--- config.mk ---
export PLATFORM = sky130hd
export DESIGN_NAME = fp_to_tc
export DESIGN_NICKNAME = d
export VERILOG_FILES = /design/src/rtl/fp_to_tc.sv
export SDC_FILE = /design/constraint.sdc
export NUM_CORES = 1
export LEC_CHECK = 0
export BUFFER_PORTS_ARGS = -buffer_cell sky130_fd_sc_hd__buf_4
export CORE_MARGIN = 10
export CORE_UTILIZATION = 54
export DETAILED_ROUTE_END_ITERATION = 8
export PLACE_DENSITY_LB_ADDON = 0.25
export REMOVE_ABC_BUFFERS = 1
export SLEW_MARGIN = 20
export SYNTH_ARGS = -nofsm -noshare
export SYNTH_HDL_FRONTEND = slang
export SYNTH_SLANG_ARGS = --single-unit
--- constraint.sdc ---
create_clock -name clk -period 2.5 [get_ports clk]
set_clock_uncertainty 0.1 [all_clocks]
set_input_delay 0.375 -clock clk [delete_from_list [all_inputs] [get_ports clk]]
set_output_delay 0.375 -clock clk [all_outputs]
set_load 0.1 [all_outputs]
--- src/rtl/fp_to_tc.sv ---
// fp_to_tc
// ---------------------------------------------------------------------------
// Decodes a compressed floating-point word (sign, EXP_W-bit exponent,
// FRAC_W-bit unsigned significand) into an OUT_W-bit two's-complement
// integer. The value is (-1)^S * F * 2^E.
//
// The significand is expanded by an iterative shifter that moves one bit
// position per clock. The result is then negated if the sign is set. This
// is the inverse of the two's-complement -> sign-magnitude -> float encode
// chain, and it is used to check round-trips on hardware.
//
// Ports
//   clk        rising-edge clock
//   rst_n      asynchronous active-low reset
//   in_valid   input word present
//   in_ready   block can accept a word (high only in IDLE)
//   in_sign    sign bit, 1 = negative
//   in_exp     exponent E
//   in_frac    significand F (unsigned)
//   out_valid  result available (high only in DONE)
//   out_ready  consumer accepts the result
//   out_data   two's-complement result, held until the next result
//   busy       high in any state other than IDLE
//
// OUT_W must be at least FRAC_W + 2**EXP_W. With that width, the largest
// magnitude (15 * 128 with the default parameters) always fits, so no
// saturation logic is needed.
// ---------------------------------------------------------------------------
module fp_to_tc #(
  parameter int EXP_W  = 3,
  parameter int FRAC_W = 4,
  parameter int OUT_W  = 12
) (
  input  logic              clk,
  input  logic              rst_n,
  input  logic              in_valid,
  output logic              in_ready,
  input  logic              in_sign,
  input  logic [EXP_W-1:0]  in_exp,
  input  logic [FRAC_W-1:0] in_frac,
  output logic              out_valid,
  input  logic              out_ready,
  output logic [OUT_W-1:0]  out_data,
  output logic              busy
);

  typedef enum logic [1:0] {
    IDLE  = 2'd0,
    SHIFT = 2'd1,
    DONE  = 2'd2
  } state_e;

  localparam logic [OUT_W-1:0] OneOut = {{(OUT_W-1){1'b0}}, 1'b1};
  localparam logic [EXP_W-1:0] OneExp = {{(EXP_W-1){1'b0}}, 1'b1};

  state_e             state_q;
  logic [OUT_W-1:0]   mag_q;
  logic [EXP_W-1:0]   cnt_q;
  logic               sign_q;
  logic               out_valid_q;
  logic [OUT_W-1:0]   out_data_q;

  logic [OUT_W-1:0]   mag_shift_d;
  logic [EXP_W-1:0]   cnt_dec_d;
  logic [OUT_W-1:0]   result_d;

  // Datapath helpers feeding the FSM. A negative zero comes out as
  // ~0 + 1 = 0 after truncation, so it needs no special case.
  always_comb begin
    mag_shift_d = mag_q << 1;
    cnt_dec_d   = cnt_q - OneExp;
    result_d    = sign_q ? (~mag_q + OneOut) : mag_q;
  end

  // Control FSM and all registered state. The input is captured only in
  // IDLE. While a conversion is in flight, in_valid and the input fields
  // are ignored, and out_data holds its value after the handshake
  // completes.
  always_ff @(posedge clk or negedge rst_n) begin
    if (!rst_n) begin
      state_q     <= IDLE;
      mag_q       <= '0;
      cnt_q       <= '0;
      sign_q      <= 1'b0;
      out_valid_q <= 1'b0;
      out_data_q  <= '0;
    end else begin
      case (state_q)
        IDLE: begin
          if (in_valid) begin
            sign_q  <= in_sign;
            mag_q   <= {{(OUT_W-FRAC_W){1'b0}}, in_frac};
            cnt_q   <= in_exp;
            state_q <= SHIFT;
          end
        end
        SHIFT: begin
          if (cnt_q != '0) begin
            mag_q <= mag_shift_d;
            cnt_q <= cnt_dec_d;
          end else begin
            out_data_q  <= result_d;
            out_valid_q <= 1'b1;
            state_q     <= DONE;
          end
        end
        DONE: begin
          if (out_ready) begin
            out_valid_q <= 1'b0;
            state_q     <= IDLE;
          end
        end
        default: begin
          state_q     <= IDLE;
          out_valid_q <= 1'b0;
        end
      endcase
    end
  end

  // Every output is a register or a decode of the state register, so
  // there is no combinational path from any input to any output.
  assign in_ready  = (state_q == IDLE);
  assign busy      = (state_q != IDLE);
  assign out_valid = out_valid_q;
  assign out_data  = out_data_q;

endmodule
==> results.toml, run 1 <==
[clock_tree]
root_buffer = "clkbuf_4"
cts.sinks = 31
clk_pin_slew_ns = 0.09
cts_tree = "done"
post_cts_buffers = 0
postCtsHoldBufs = 1
clockBufferDepth = 2
clk_latency_ns = 0.33
cts_resized = 0
cts_buffers = 5
htreeDepth = 2

[worst_setup_path]
reg2reg_slack_ns = 0.34
crit_arrival_ns = 2.28
cp_max_fo = 30
end_kind = "flop"
cp_cell_sequence = "inv_1 > ha_1 > ha_1 > nand2b_1 > a21o_1 > nor3_1 > a211o_1"
path_buf_inv = 1
critPathMostFrequentCell = "ha_1"
start_kind = "flop"
path_delay_family = "compound AO/OA/AOI/OAI gates"
required_ns = 2.62
critPathKind = "flop to flop"
critical_path.max_stage_delay_ns = 0.60
cp_slowest_cell = "a21o_1"

[status]
run_status = "finished, final reports clean"

[layout]
diodes = 0
instances_no_fill = 221
multiInputGateArea_um2 = 666.9
nNetsFinal = 204
layout.area.seq_um2 = 775.7
drive_above_1_share_pct = 21.05
fin_area_mm2 = 0.001789
synthToLayoutAreaGrowth_pct = 18.08
n_fill_cell = 232

[floorplanning]
die_h_um = 72.97
die_area_mm2 = 0.005325
coreArea_mm2 = 0.002710
row_count = 19
start_util_pct = 55.91
die_w_um = 72.97
ios = 27

[sta]
relSlewSlack_pct = 50.16
hold_viol_final = 0
worst_pin_slew_ns = 0.7476
slew_violations = 0
max_freq_mhz = 463.3
period_share_pct = 86.34
period_minus_slack_ns = 2.158
rsz0062_at_grt = "no"
setup_viol = 0

[yosys]
synth-seq-cells = 31
synth-edff-count = 0
yosysSeqAreaShare_pct = 51.20
synth_cells = 162
yosys_warnings = 0
synth.distinct_cells = 29
synthArstFlopShare_pct = 100.0
avgSynthCellArea_um2 = 9.353
synth_ff_type = "dfrtp_1"
synth_area_mm2 = 0.001515

[placement]
gpl.final_weighted_congestion = 0.7675
dpl.hpwl_um = 2214
dpl_cell_area_mm2 = 0.001710
port_buffers = 26
dp_cells = 212

[detailed_routing]
detail_route.iter0.violations = 72
drt-total-wl_um = 2943
detail-route-antenna-nets = 0
wire_per_inst_um = 13.32
drc = 0
dr.pass1.iters = 4
via_count = 1149
viasPerCell = 5.199

[run]
cap_violations = 0

[global_routing]
overflow = 0
grt.total_usage_pct = 12.79
grt_pass1_wl_um = 5340
grt_pass1_vias = 1207
grt_max_degree = 32
antenna_found_initial = 0

[worst_hold_path]
hold_class = "input pin to flop"
layout by cell type, fill, tap and decap left out:
master,instances
dfrtp_1,31
o41ai_1,1
a21o_1,1
mux2_2,1
nor2_1,7
nand2b_1,3
or2_2,1
o41ai_4,1
o31ai_1,3
clkbuf_4,5
ha_1,3
clkbuf_8,2
a211oi_1,1
nand2_1,39
clkbuf_1,1
or3_1,1
buf_4,27
xnor2_1,1
mux2i_1,2
nand3_1,1
or4_4,2
a21oi_1,5
dlygate4sd3_1,1
or3b_2,1
nor2b_1,2
inv_1,7
o21ai_0,29
nor3_1,1
a211o_1,1
xor2_1,9
through the flow:
stage,hold WS (ns),setup WS [ns],TNS [ns],util (%)
floorplan,-0.02059,-0.6888,-0.6888,-
global placement,0.2237,0.4856,0,63.11
detailed placement,0.2280,0.3367,0,63.11
CTS,0.1629,0.3237,0,66.02
global route,0.1537,0.1749,0,66.02
finish,0.1789,0.3415,0,66.02
area by class of cell:
type,instances,share of cell area [%]
clock buffer,8,3.846
inverter,7,1.469
multi-input combinational,116,37.27
sequential,31,43.36
tap,31,2.168
timing repair buffer,28,11.89
cells by family (layout without fill, tap and decap cells):
group / after synthesis / after routing / synth area share, %
simple gates: 58 / 58 / 17.01
mux: 3 / 3 / 2.064
fa+ha+maj: 3 / 3 / 2.478
compound gates: 42 / 42 / 16.68
buf+inv: 15 / 43 / 4.789
xor+xnor: 10 / 10 / 5.781
flops: 31 / 31 / 51.20
synth_stat cells (2+ instances only):
library cell / instances / area [um2]
dfrtp_1: 31 / 775.7
a21oi_1: 5 / 25.02
mux2i_1: 2 / 20.02
inv_1: 7 / 26.28
o31ai_1: 3 / 22.52
buf_4: 2 / 15.01
or4_4: 2 / 22.52
nand2_1: 39 / 146.4
o21ai_0: 29 / 145.1
clkbuf_1: 4 / 15.01
nor2b_1: 2 / 12.51
ha_1: 3 / 37.54
nor2_1: 7 / 26.28
xor2_1: 9 / 78.83
nand2b_1: 3 / 18.77
routing by layer:
metal  up-vias  share of wire (%)  GRT usage [%]  routed length [um]
met4         0                1.4          5.907                  42
li1        593                  -              -                   -
met3         6                6.3          5.850                 186
met5         -                  0              0                   0
met1       522                 41          13.76                1198
met2        28                 51          20.91                1515
path summary, 6_finish.rpt:
check | start | to | cells past startpoint
setup / recovery | cnt_q[0] | cnt_q[0] | 7
hold / removal | in_sign | sign_q | 2
setup reg to reg | cnt_q[0] | cnt_q[0] | 7
hold reg to reg | out_data[6] | out_data[6] | 2
max in group asynchronous | rst_n | mag_q[8] | 2
min in group asynchronous | rst_n | out_data[9] | 2
sequential cells by signal (all words and copies together), names as in the netlist:
name       count
mag_q         12
cnt_q          3
out_data      12
sign_q         1
out_valid      1
state_q        2
Power of run 1 is left out: the tool's default activity adds up to more than one toggle a clock period on the data nets, which glitch-free logic cannot reach.
==> run 2: changes to the inputs <==
--- a/config.mk
+++ b/config.mk
@@ -7,7 +7,7 @@
 export LEC_CHECK = 0
 export BUFFER_PORTS_ARGS = -buffer_cell sky130_fd_sc_hd__buf_4
 export CORE_MARGIN = 10
-export CORE_UTILIZATION = 54
+export CORE_UTILIZATION = 55
 export DETAILED_ROUTE_END_ITERATION = 8
 export PLACE_DENSITY_LB_ADDON = 0.25
 export REMOVE_ABC_BUFFERS = 1
==> constraint.sdc (replaced) <==
create_clock -name clk -period 2.6 [get_ports clk]
set_clock_uncertainty 0.1 [all_clocks]
set_input_delay 0.39 -clock clk [delete_from_list [all_inputs] [get_ports clk]]
set_output_delay 0.39 -clock clk [all_outputs]
set_load 0.1 [all_outputs]
==> run 2 against run 1 <==
  * Routed wire length up 6.5%
  * Final area is essentially flat
  * Register-to-register slack improved by 0.13 ns
==> results.toml, run 2 (same netlist as run 1, synthesis figures left out) <==
[status]
run_status = "finished, final reports clean"

[worst_setup_path]
critPathLaunch = "cnt_q[0]"
reg2reg_slack_ns = 0.47
start_kind = "flop"
endpoint = "mag_q[0]"
required_ns = 2.74
rr_worst_depth = 7
critPathKind = "flop to flop"
r2r_start = "cnt_q[0]"
cp_max_fo = 30
cp_cell_sequence = "inv_1 > ha_1 > ha_1 > nand2b_1 > a21o_1 > inv_1 > o21ai_0"
crit_arrival_ns = 2.26
critical_path.max_stage_delay_ns = 0.59
end_kind = "flop"
regToRegEndpoint = "mag_q[0]"
cp_slowest_cell = "a21o_1"

[sta]
hold_viol_final = 0
slew_violations = 0
period_minus_slack_ns = 2.129
holdWs_ns = 0.1873
max_freq_mhz = 469.8
period_share_pct = 81.87
timing.setup.tns_ns = 0
rsz0062_at_grt = "no"
fin_ws_ns = 0.4715
relSlewSlack_pct = 51.62
worst_pin_slew_ns = 0.7258
setup_viol = 0

[worst_hold_path]
hold_class = "input pin to flop"

[layout]
nNetsFinal = 204
synthToLayoutAreaGrowth_pct = 18.00
diodes = 0
fin_area_mm2 = 0.001788
drive_above_1_share_pct = 21.05
layout_commonest_cell = "nand2_1"
final_cell_mix = "39 x nand2_1, 31 x dfrtp_1, 29 x o21ai_0"

[placement]
port_buffers = 26
dpl.hpwl_um = 2325
dp_slack_ns = 0.4903
dpl_cell_area_mm2 = 0.001709
gpl.final_weighted_congestion = 0.7485

[clock_tree]
cts_buffers = 5
clockBufferDepth = 2
cts.sinks = 31
root_buffer = "clkbuf_4"
clk_pin_slew_ns = 0.10
cts_tree = "done"
clk_latency_ns = 0.34
post_cts_buffers = 0
htreeDepth = 2

[detailed_routing]
detail_route.iter0.violations = 49
routed.top_layer = "met4"
route.met3.wl_um = 241
dr.pass1.iters = 4
detail-route-antenna-nets = 0
drc = 0
met1_length_um = 1197
viasPerCell = 5.377
via_count = 1183
drt-total-wl_um = 3134
met2WireLength_um = 1641
wire_per_inst_um = 14.25

[floorplanning]
start_util_pct = 59.54
ios = 27
die_h_um = 72.49
coreArea_mm2 = 0.002545
row_count = 18
die_area_mm2 = 0.005254
die_w_um = 72.49

[run]
cap_violations = 0

[global_routing]
grt_max_degree = 32
grt_pass1_wl_um = 5382
overflow = 0
grt_pass1_vias = 1237
antenna_found_initial = 0
grt.total_usage_pct = 12.63
run 2: cell counts in the layout (fill, tap and decap cells not counted):
No cell type changed its count.
run 2: worst min-delay path by stage:
stage,start,endpoint,slack (ns),cells past startpoint
2_1_floorplan,rst_n,cnt_q[0],-0.006,0
4_1_cts,in_sign,sign_q,0.19,2
6_report,in_sign,sign_q,0.19,2
3_3_place_gp,rst_n,out_data[10],0.23,1
3_5_place_dp,rst_n,out_data[7],0.24,1
5_1_grt,in_sign,sign_q,0.19,2
run 2: worst max-delay path: cells and delay by family, from the launching register on:
kind            cells  cell delay (ns)
compound gates      2             0.83
fa+ha+maj           2             0.33
buf+inv             2             0.23
flops               1             0.41
simple gates        1             0.12
run 2: per-stage QoR:
step / instances / utilization, %
after floorplan: 154 / -
after global placement: 211 / 67.16
after detailed placement: 211 / 67.16
after CTS: 220 / 70.26
after global routing: 220 / 70.26
final: 220 / 70.26
run 2: routing by layer:
| metal | vias up | GRT usage (%) |
|---|---|---|
| li1 | 595 | - |
| met1 | 554 | 13.14 |
| met2 | 28 | 22.25 |
| met3 | 6 | 4.898 |
| met4 | 0 | 5.063 |
| met5 | - | 0 |
run 2: timing repair:
| item | 4_1_cts | 5_1_grt |
|---|---|---|
| resized for setup | 0 | 0 |
| setup endpoints to repair | 0 | 0 |
| hold endpoints to repair | 31 | 0 |
| hold buffers | 1 | 0 |
run 2: final cells by class:
| cell class | instances | area, um2 |
|---|---|---|
| Tap cell | 30 | 37.54 |
| Multi-Input combinational cell | 116 | 666.9 |
| Sequential cell | 31 | 775.7 |
| Inverter | 7 | 26.28 |
| Fill cell | 191 | 757.0 |
| Clock buffer | 8 | 68.82 |
| Timing Repair Buffer | 28 | 212.7 |
Power of run 2 is left out for the same reason.
